**src/rtl/mem_lsu.sv**
```systemverilog
// mem_lsu: load/store unit between the pipeline memory stage and the data
// cache. It turns byte/half/word loads and stores into word cache requests.
// Sub-word stores use a read-modify-write sequence.
// Optional feature macro: LSU_MISALIGN_CHK_EN. When it is defined, misaligned
// H/W accesses complete with o_misaligned=1 and never reach the cache. When it
// is undefined, accesses are forced to natural alignment.
module mem_lsu #(
  parameter int ADDR_SIZE = 32,
  parameter int DATA_SIZE = 32
) (
  input  logic                 i_clk,
  input  logic                 i_reset,
  input  logic                 i_valid,
  output logic                 o_ready,
  input  logic                 i_is_store,
  input  logic [2:0]           i_funct3,
  input  logic [ADDR_SIZE-1:0] i_addr,
  input  logic [DATA_SIZE-1:0] i_wdata,
  output logic                 o_valid,
  output logic [DATA_SIZE-1:0] o_rdata,
  output logic                 o_misaligned,
  output logic                 o_req,
  output logic                 o_req_write,
  output logic [ADDR_SIZE-1:0] o_addr,
  output logic [DATA_SIZE-1:0] o_store_data,
  input  logic                 i_req_ready,
  input  logic                 i_data_valid,
  input  logic [DATA_SIZE-1:0] i_data
);

  localparam logic [2:0] S_IDLE    = 3'd0;
  localparam logic [2:0] S_RD      = 3'd1;
  localparam logic [2:0] S_RD_WAIT = 3'd2;
  localparam logic [2:0] S_WR      = 3'd3;
  localparam logic [2:0] S_WR_WAIT = 3'd4;
  localparam logic [2:0] S_RESP    = 3'd5;

  // Size is funct3[1:0]: 00 byte, 01 half, anything else is a word.
  // funct3[2] selects zero-extension for loads.

  // Pick the addressed lane out of a cache word and extend it.
  function automatic logic [31:0] f_extend(input logic [31:0] word,
                                           input logic [1:0]  off,
                                           input logic [2:0]  funct3);
    logic [7:0]  b;
    logic [15:0] h;
    logic [31:0] res;
    case (off)
      2'b00:   b = word[7:0];
      2'b01:   b = word[15:8];
      2'b10:   b = word[23:16];
      default: b = word[31:24];
    endcase
    h = off[1] ? word[31:16] : word[15:0];
    case (funct3[1:0])
      2'b00: begin
        if (funct3[2]) res = {24'd0, b};
        else           res = {{24{b[7]}}, b};
      end
      2'b01: begin
        if (funct3[2]) res = {16'd0, h};
        else           res = {{16{h[15]}}, h};
      end
      default: res = word;
    endcase
    return res;
  endfunction

  // Insert the low byte/half of the store data into the addressed lane of
  // the old cache word, keeping the other lanes.
  function automatic logic [31:0] f_merge(input logic [31:0] old,
                                          input logic [31:0] wdata,
                                          input logic [1:0]  off,
                                          input logic [2:0]  funct3);
    logic [31:0] res;
    res = old;
    case (funct3[1:0])
      2'b00: begin
        case (off)
          2'b00:   res[7:0]   = wdata[7:0];
          2'b01:   res[15:8]  = wdata[7:0];
          2'b10:   res[23:16] = wdata[7:0];
          default: res[31:24] = wdata[7:0];
        endcase
      end
      2'b01: begin
        if (off[1]) res[31:16] = wdata[15:0];
        else        res[15:0]  = wdata[15:0];
      end
      default: res = wdata;
    endcase
    return res;
  endfunction

`ifdef LSU_MISALIGN_CHK_EN
  // An access is misaligned if a half has addr[0] set or a word has a non-zero byte offset.
  function automatic logic f_misaligned(input logic [2:0] funct3,
                                        input logic [1:0] off);
    logic res;
    case (funct3[1:0])
      2'b00:   res = 1'b0;
      2'b01:   res = off[0];
      default: res = (off != 2'b00);
    endcase
    return res;
  endfunction
`endif

  logic [2:0]           r_state;
  logic [2:0]           w_state_nxt;
  logic [ADDR_SIZE-1:0] r_addr;
  logic [2:0]           r_funct3;
  logic                 r_is_store;
  logic [DATA_SIZE-1:0] r_rdata;
  logic [DATA_SIZE-1:0] r_store_data;
  logic                 w_accept;
  logic                 w_is_word;
  logic                 w_misaligned;

  assign w_accept  = i_valid && (r_state == S_IDLE);
  assign w_is_word = i_funct3[1];

`ifdef LSU_MISALIGN_CHK_EN
  logic r_misaligned;
  assign w_misaligned = f_misaligned(i_funct3, i_addr[1:0]);
  assign o_misaligned = r_misaligned;
`else
  assign w_misaligned = 1'b0;
  assign o_misaligned = 1'b0;
`endif

  // Request/handshake outputs decode from the state register only.
  assign o_ready      = (r_state == S_IDLE);
  assign o_valid      = (r_state == S_RESP);
  assign o_req        = (r_state == S_RD) || (r_state == S_WR);
  assign o_req_write  = (r_state == S_WR);
  assign o_addr       = {r_addr[ADDR_SIZE-1:2], 2'b00};
  assign o_store_data = r_store_data;
  assign o_rdata      = r_rdata;

  // Next-state decode for the single-op access sequence.
  always_comb begin
    w_state_nxt = r_state;
    case (r_state)
      S_IDLE: begin
        if (i_valid) begin
          if (w_misaligned)                w_state_nxt = S_RESP;
          else if (i_is_store && w_is_word) w_state_nxt = S_WR;
          else                             w_state_nxt = S_RD;
        end else begin
          w_state_nxt = S_IDLE;
        end
      end
      S_RD: begin
        if (i_req_ready) w_state_nxt = S_RD_WAIT;
        else             w_state_nxt = S_RD;
      end
      S_RD_WAIT: begin
        if (i_data_valid) begin
          if (r_is_store) w_state_nxt = S_WR;
          else            w_state_nxt = S_RESP;
        end else begin
          w_state_nxt = S_RD_WAIT;
        end
      end
      S_WR: begin
        if (i_req_ready) w_state_nxt = S_WR_WAIT;
        else             w_state_nxt = S_WR;
      end
      S_WR_WAIT: begin
        if (i_data_valid) w_state_nxt = S_RESP;
        else              w_state_nxt = S_WR_WAIT;
      end
      S_RESP:  w_state_nxt = S_IDLE;
      default: w_state_nxt = S_IDLE;
    endcase
  end

  // State register; reset abandons any op in flight.
  always_ff @(posedge i_clk) begin
    if (i_reset) r_state <= S_IDLE;
    else         r_state <= w_state_nxt;
  end

  // Operand capture on acceptance, then load extraction or store merge on the read response.
  always_ff @(posedge i_clk) begin
    if (i_reset) begin
      r_addr       <= '0;
      r_funct3     <= 3'd0;
      r_is_store   <= 1'b0;
      r_rdata      <= '0;
      r_store_data <= '0;
`ifdef LSU_MISALIGN_CHK_EN
      r_misaligned <= 1'b0;
`endif
    end else begin
      case (r_state)
        S_IDLE: begin
          if (w_accept) begin
            r_addr       <= i_addr;
            r_funct3     <= i_funct3;
            r_is_store   <= i_is_store;
            r_rdata      <= '0;
            // Holds the raw store data until a sub-word merge replaces it.
            r_store_data <= i_wdata;
`ifdef LSU_MISALIGN_CHK_EN
            r_misaligned <= w_misaligned;
`endif
          end
        end
        S_RD_WAIT: begin
          if (i_data_valid) begin
            if (r_is_store)
              r_store_data <= f_merge(i_data, r_store_data, r_addr[1:0], r_funct3);
            else
              r_rdata <= f_extend(i_data, r_addr[1:0], r_funct3);
          end
        end
        S_RESP: begin
`ifdef LSU_MISALIGN_CHK_EN
          r_misaligned <= 1'b0;
`endif
        end
        default: begin
        end
      endcase
    end
  end

endmodule
```
**config.mk**
```make
export PLATFORM = sky130hd
export DESIGN_NAME = mem_lsu
export DESIGN_NICKNAME = d
export VERILOG_FILES = /design/src/rtl/mem_lsu.sv
export SDC_FILE = /design/constraint.sdc
export NUM_CORES = 1
export LEC_CHECK = 0
export CAP_MARGIN = 20
export CORE_ASPECT_RATIO = 0.9
export CORE_MARGIN = 4
export CORE_UTILIZATION = 40
export DETAILED_ROUTE_END_ITERATION = 8
export PLACE_DENSITY = 0.77
export SETUP_SLACK_MARGIN = 0.4
export SLEW_MARGIN = 10
export SYNTH_ARGS = -nofsm -noshare
export SYNTH_HDL_FRONTEND = slang
export SYNTH_SLANG_ARGS = --single-unit
```
**constraint.sdc**
```tcl
create_clock -name i_clk -period 4.1 [get_ports i_clk]
set_input_delay 0.41 -clock i_clk [delete_from_list [all_inputs] [get_ports i_clk]]
set_output_delay 0.41 -clock i_clk [all_outputs]
set_load 0.02 [all_outputs]
```
==> run_results.csv <==
group,metric,value,unit
clocking,clockBufferDepth,2,
clocking,ctsResizeCount,0,
clocking,hold_buffers,0,
worst_setup_path,ff2ff_path_depth,5,
worst_hold_path,hold_path_class,"register to register",
drt,ant_nets,0,
worst_setup_path,startpoint,"r_state[1]",
timing,worst_pin_slew,1.06,ns
die,num_rows,39,
timing,max_freq,340,MHz
power,seqPwrFrac,42.2,%
global_routing,grt_max_degree,98,
drt,wl_per_cell,19.2,um
drt,wl_met2,8.29,mm
drt,num_vias,5302,
place,gp_congestion,0.922,
place,pre_cts_slack,1.12,ns
power,powerDensity,381,nW/um^2
die,io_pins,206,
worst_setup_path,crit_path_end_kind,"register",
synth,synth_top_family_by_area,"compound AO/OA/AOI/OAI gates",
die,dieArea,15100,um^2
drt,wl,17.9,mm
final_layout,area_growth,39.8,%
clocking,clockRootBuffer,"clkbuf_16",
final_layout,drive_gt1_share,7.14,%
clocking,clkTransAtPathRegs,0.06,ns
drt,vias_per_cell,5.68,
timing,setup-tns-final,0,ns
die,dieWidth,129,um
clocking,cts_setup_buffers,0,
timing,max_slew_margin,29.5,%
final_layout,fillers,1104,
synth,synth_edf_count,0,
synth,avgSynthCellArea,8.33,um^2
timing,clock-skew-final,0.0110,ns
power,power.internal,1.90,mW
synth,synthAdderAreaFrac,0,%
drt,drc,0,
worst_setup_path,worst-r2r-setup-slack,1.16,ns
power,power,2.81,mW
timing,setup_viol_count_final,0,
worst_setup_path,cp.arrival,3.22,ns
synth,synth_flop_cell,"dfxtp_1",
worst_setup_path,rr_startpoint,"r_state[1]",
synth,ys_ff_latch,103,
worst_setup_path,critPathCapture,"o_rdata[25]",
synth,netlist-cell-type-count,49,
power,switchingPower,0.909,mW
place,hpwl,13.4,mm
clocking,htreeDepth,3,
timing,rsz0062_at_grt,"false",
final_layout,fin_nets,870,
power,irDropWorstVdd,0.000290,V
place,portBuffers,202,
worst_setup_path,reg2reg_to,"o_rdata[25]",
synth,synth_mux_area_share,4.42,%
power,sw_frac_of_total,32.4,%
drt,highest_layer,"met4",
timing,slew_violations,0,
global_routing,grt_pass1_vias,5097,
final_layout,seqCellArea,2060,um^2
outcome,status,"completed",
clocking,cts_buffers,9,
synth,async_flop_share,0,%
drt,wl_met1,7.61,mm
run,drv_cap,0,
drt,wl_met3,1.68,mm
global_routing,antenna_found_initial,0,
synth,yosys.area_share.simple,18.5,%
final_layout,multi_input_area,2710,um^2
timing,layout_min_cycle_time,2.94,ns
final_layout,antennaDiodeCount,0,
timing,finalCritPeriodShare,71.7,%
synth,seq_area_frac_synth,39.2,%
timing,setup_slack,1.16,ns
power,combPwrFrac,29.3,%
global_routing,grtUsageTotal,22.7,%
worst_setup_path,cp_data_required_time,4.38,ns
worst_setup_path,crit_path_max_fanout,20,
synth,ys_warn_count,0,
clocking,cts_tree,"built",
clocking,cts.sinks,103,
synth,synth_compound_area_share,28.2,%
drt,first_pass_iters,5,
drt,drt_iter0_drc,440,
die,core,12800,um^2
worst_setup_path,criticalPathCategory,"register to register",
synth,syn-cell-area,5270,um^2
global_routing,grt_overflow,0,
timing,finalHoldViolations,0,
synth,synthXorXnorAreaFrac,0,%
worst_setup_path,crit_path_start_kind,"register",
global_routing,grt_pass1_wl,27.2,mm
clocking,clock_latency,0.35,ns
die,start_util,41.2,%
power,p_leak,2.59,nW
die,die_h,117,um
synth,synth_cells,632,
power,pwr-share-clk,28.5,%
sequential cells by signal (all words and copies together) (netlist names):
signal and cells:
o_rdata 32, r_funct3 3, r_state 3, o_store_data 32, r_is_store 1, r_addr 32
how the worst min path moves through the flow:
stage               start  depth (start not counted)          to  slack [ns]
4_1_cts        r_addr[15]                          2  r_addr[15]        0.46
3_3_place_gp   r_addr[19]                          2  r_addr[19]        0.44
5_1_grt        r_addr[21]                          2  r_addr[21]        0.48
3_5_place_dp   r_addr[25]                          2  r_addr[25]        0.45
2_1_floorplan  r_addr[10]                          2  r_addr[10]        0.44
6_report       r_addr[15]                          2  r_addr[15]        0.46
worst max-delay path, stage by stage, from the launching register on:
cell	delay (ns)
dfxtp_1	0.55
or3b_1	0.76
buf_4	0.37
nor4_2	0.75
buf_4	0.29
a221o_1	0.15
synthesized netlist by cell type (all sizes together) (3+ instances only):
master | count | share of area (%)
nand3b | 9 | 1.3
a211oi | 24 | 3.4
nand3 | 8 | 0.76
a21boi | 8 | 1.1
o41ai | 16 | 3.8
dfxtp | 103 | 39
o2bb2ai | 8 | 1.3
o21ai | 19 | 1.8
and3 | 8 | 0.95
o221ai | 8 | 1.3
nor3 | 4 | 0.69
a21o | 8 | 1.1
nand2 | 117 | 8.3
mux2 | 16 | 3.4
and2 | 3 | 0.36
clkbuf | 39 | 2.8
nand2b | 11 | 1.3
a221o | 16 | 3.0
inv | 5 | 0.36
nor2 | 34 | 2.4
nor2b | 11 | 1.3
a311oi | 15 | 2.5
a21oi | 72 | 6.8
mux2i | 3 | 0.57
buf | 50 | 6.5
layout by cell type, fill, tap and decap left out, types with 2 or more instances in the layout:
cell,count
nand3_1,8
a21o_1,8
inv_1,5
nand2b_1,11
a21boi_0,8
o2bb2ai_1,8
o41ai_2,8
o21ai_0,18
a21oi_1,71
o41ai_1,8
clkbuf_16,9
and3_1,8
a221o_1,16
clkinv_2,3
mux2_2,16
a211oi_1,24
nand3b_1,9
dfxtp_1,103
clkdlybuf4s50_1,201
mux2i_1,3
a311oi_1,15
conb_1,3
buf_4,6
nor3_1,2
and2_1,3
nor2_1,34
nand2_1,117
o221ai_1,8
buf_8,2
nor2b_1,11
cell type report:
cell class                 instances  area share [%]
clock buffer                      11            3.30
tap                              164            2.79
clock inverter                     5           0.442
inverter                           5           0.255
sequential                       103            28.0
multi-input combinational        437            36.9
timing repair buffer             209            28.4
power by group through the flow:
| stage | Clock [mW] | Combinational (mW) | Sequential [mW] |
|---|---|---|---|
| detailed placement | 0 | 0.810 | 1.20 |
| CTS | 0.817 | 0.814 | 1.18 |
| finish | 0.801 | 0.821 | 1.18 |
| floorplan | 0 | 0.448 | 1.22 |
| global route | 0.854 | 0.882 | 1.20 |
| global placement | 0 | 0.793 | 1.20 |
through the flow:
| step | util (%) | hold WS, ns | cell area [um^2] | instances |
|---|---|---|---|---|
| 2_1_floorplan | - | 0.437 | 5270 | 634 |
| 3_5_place_dp | 55.2 | 0.449 | 7060 | 916 |
| 4_1_cts | 57.3 | 0.459 | 7330 | 932 |
| 6_report | 57.6 | 0.456 | 7360 | 934 |
| 3_3_place_gp | 55.2 | 0.441 | 7060 | 916 |
| 5_1_grt | 57.6 | 0.478 | 7360 | 934 |
metal layers:
layer / up-vias / GRT usage (%)
li1: 2496 / -
met1: 2507 / 29.9
met2: 267 / 36.6
met3: 32 / 6.58
met4: 0 / 6.44
met5: - / 0
kinds of logic (layout without fill, tap and decap cells):
| family | after synthesis | after routing |
|---|---|---|
| DFF | 103 | 103 |
| muxes | 20 | 20 |
| buffers and inverters | 94 | 230 |
| other | 1 | 3 |
| AOI/OAI and AO/OA | 203 | 203 |
| and+or+nand+nor | 211 | 211 |
No activity file was read; power rests on OpenSTA's default activity.
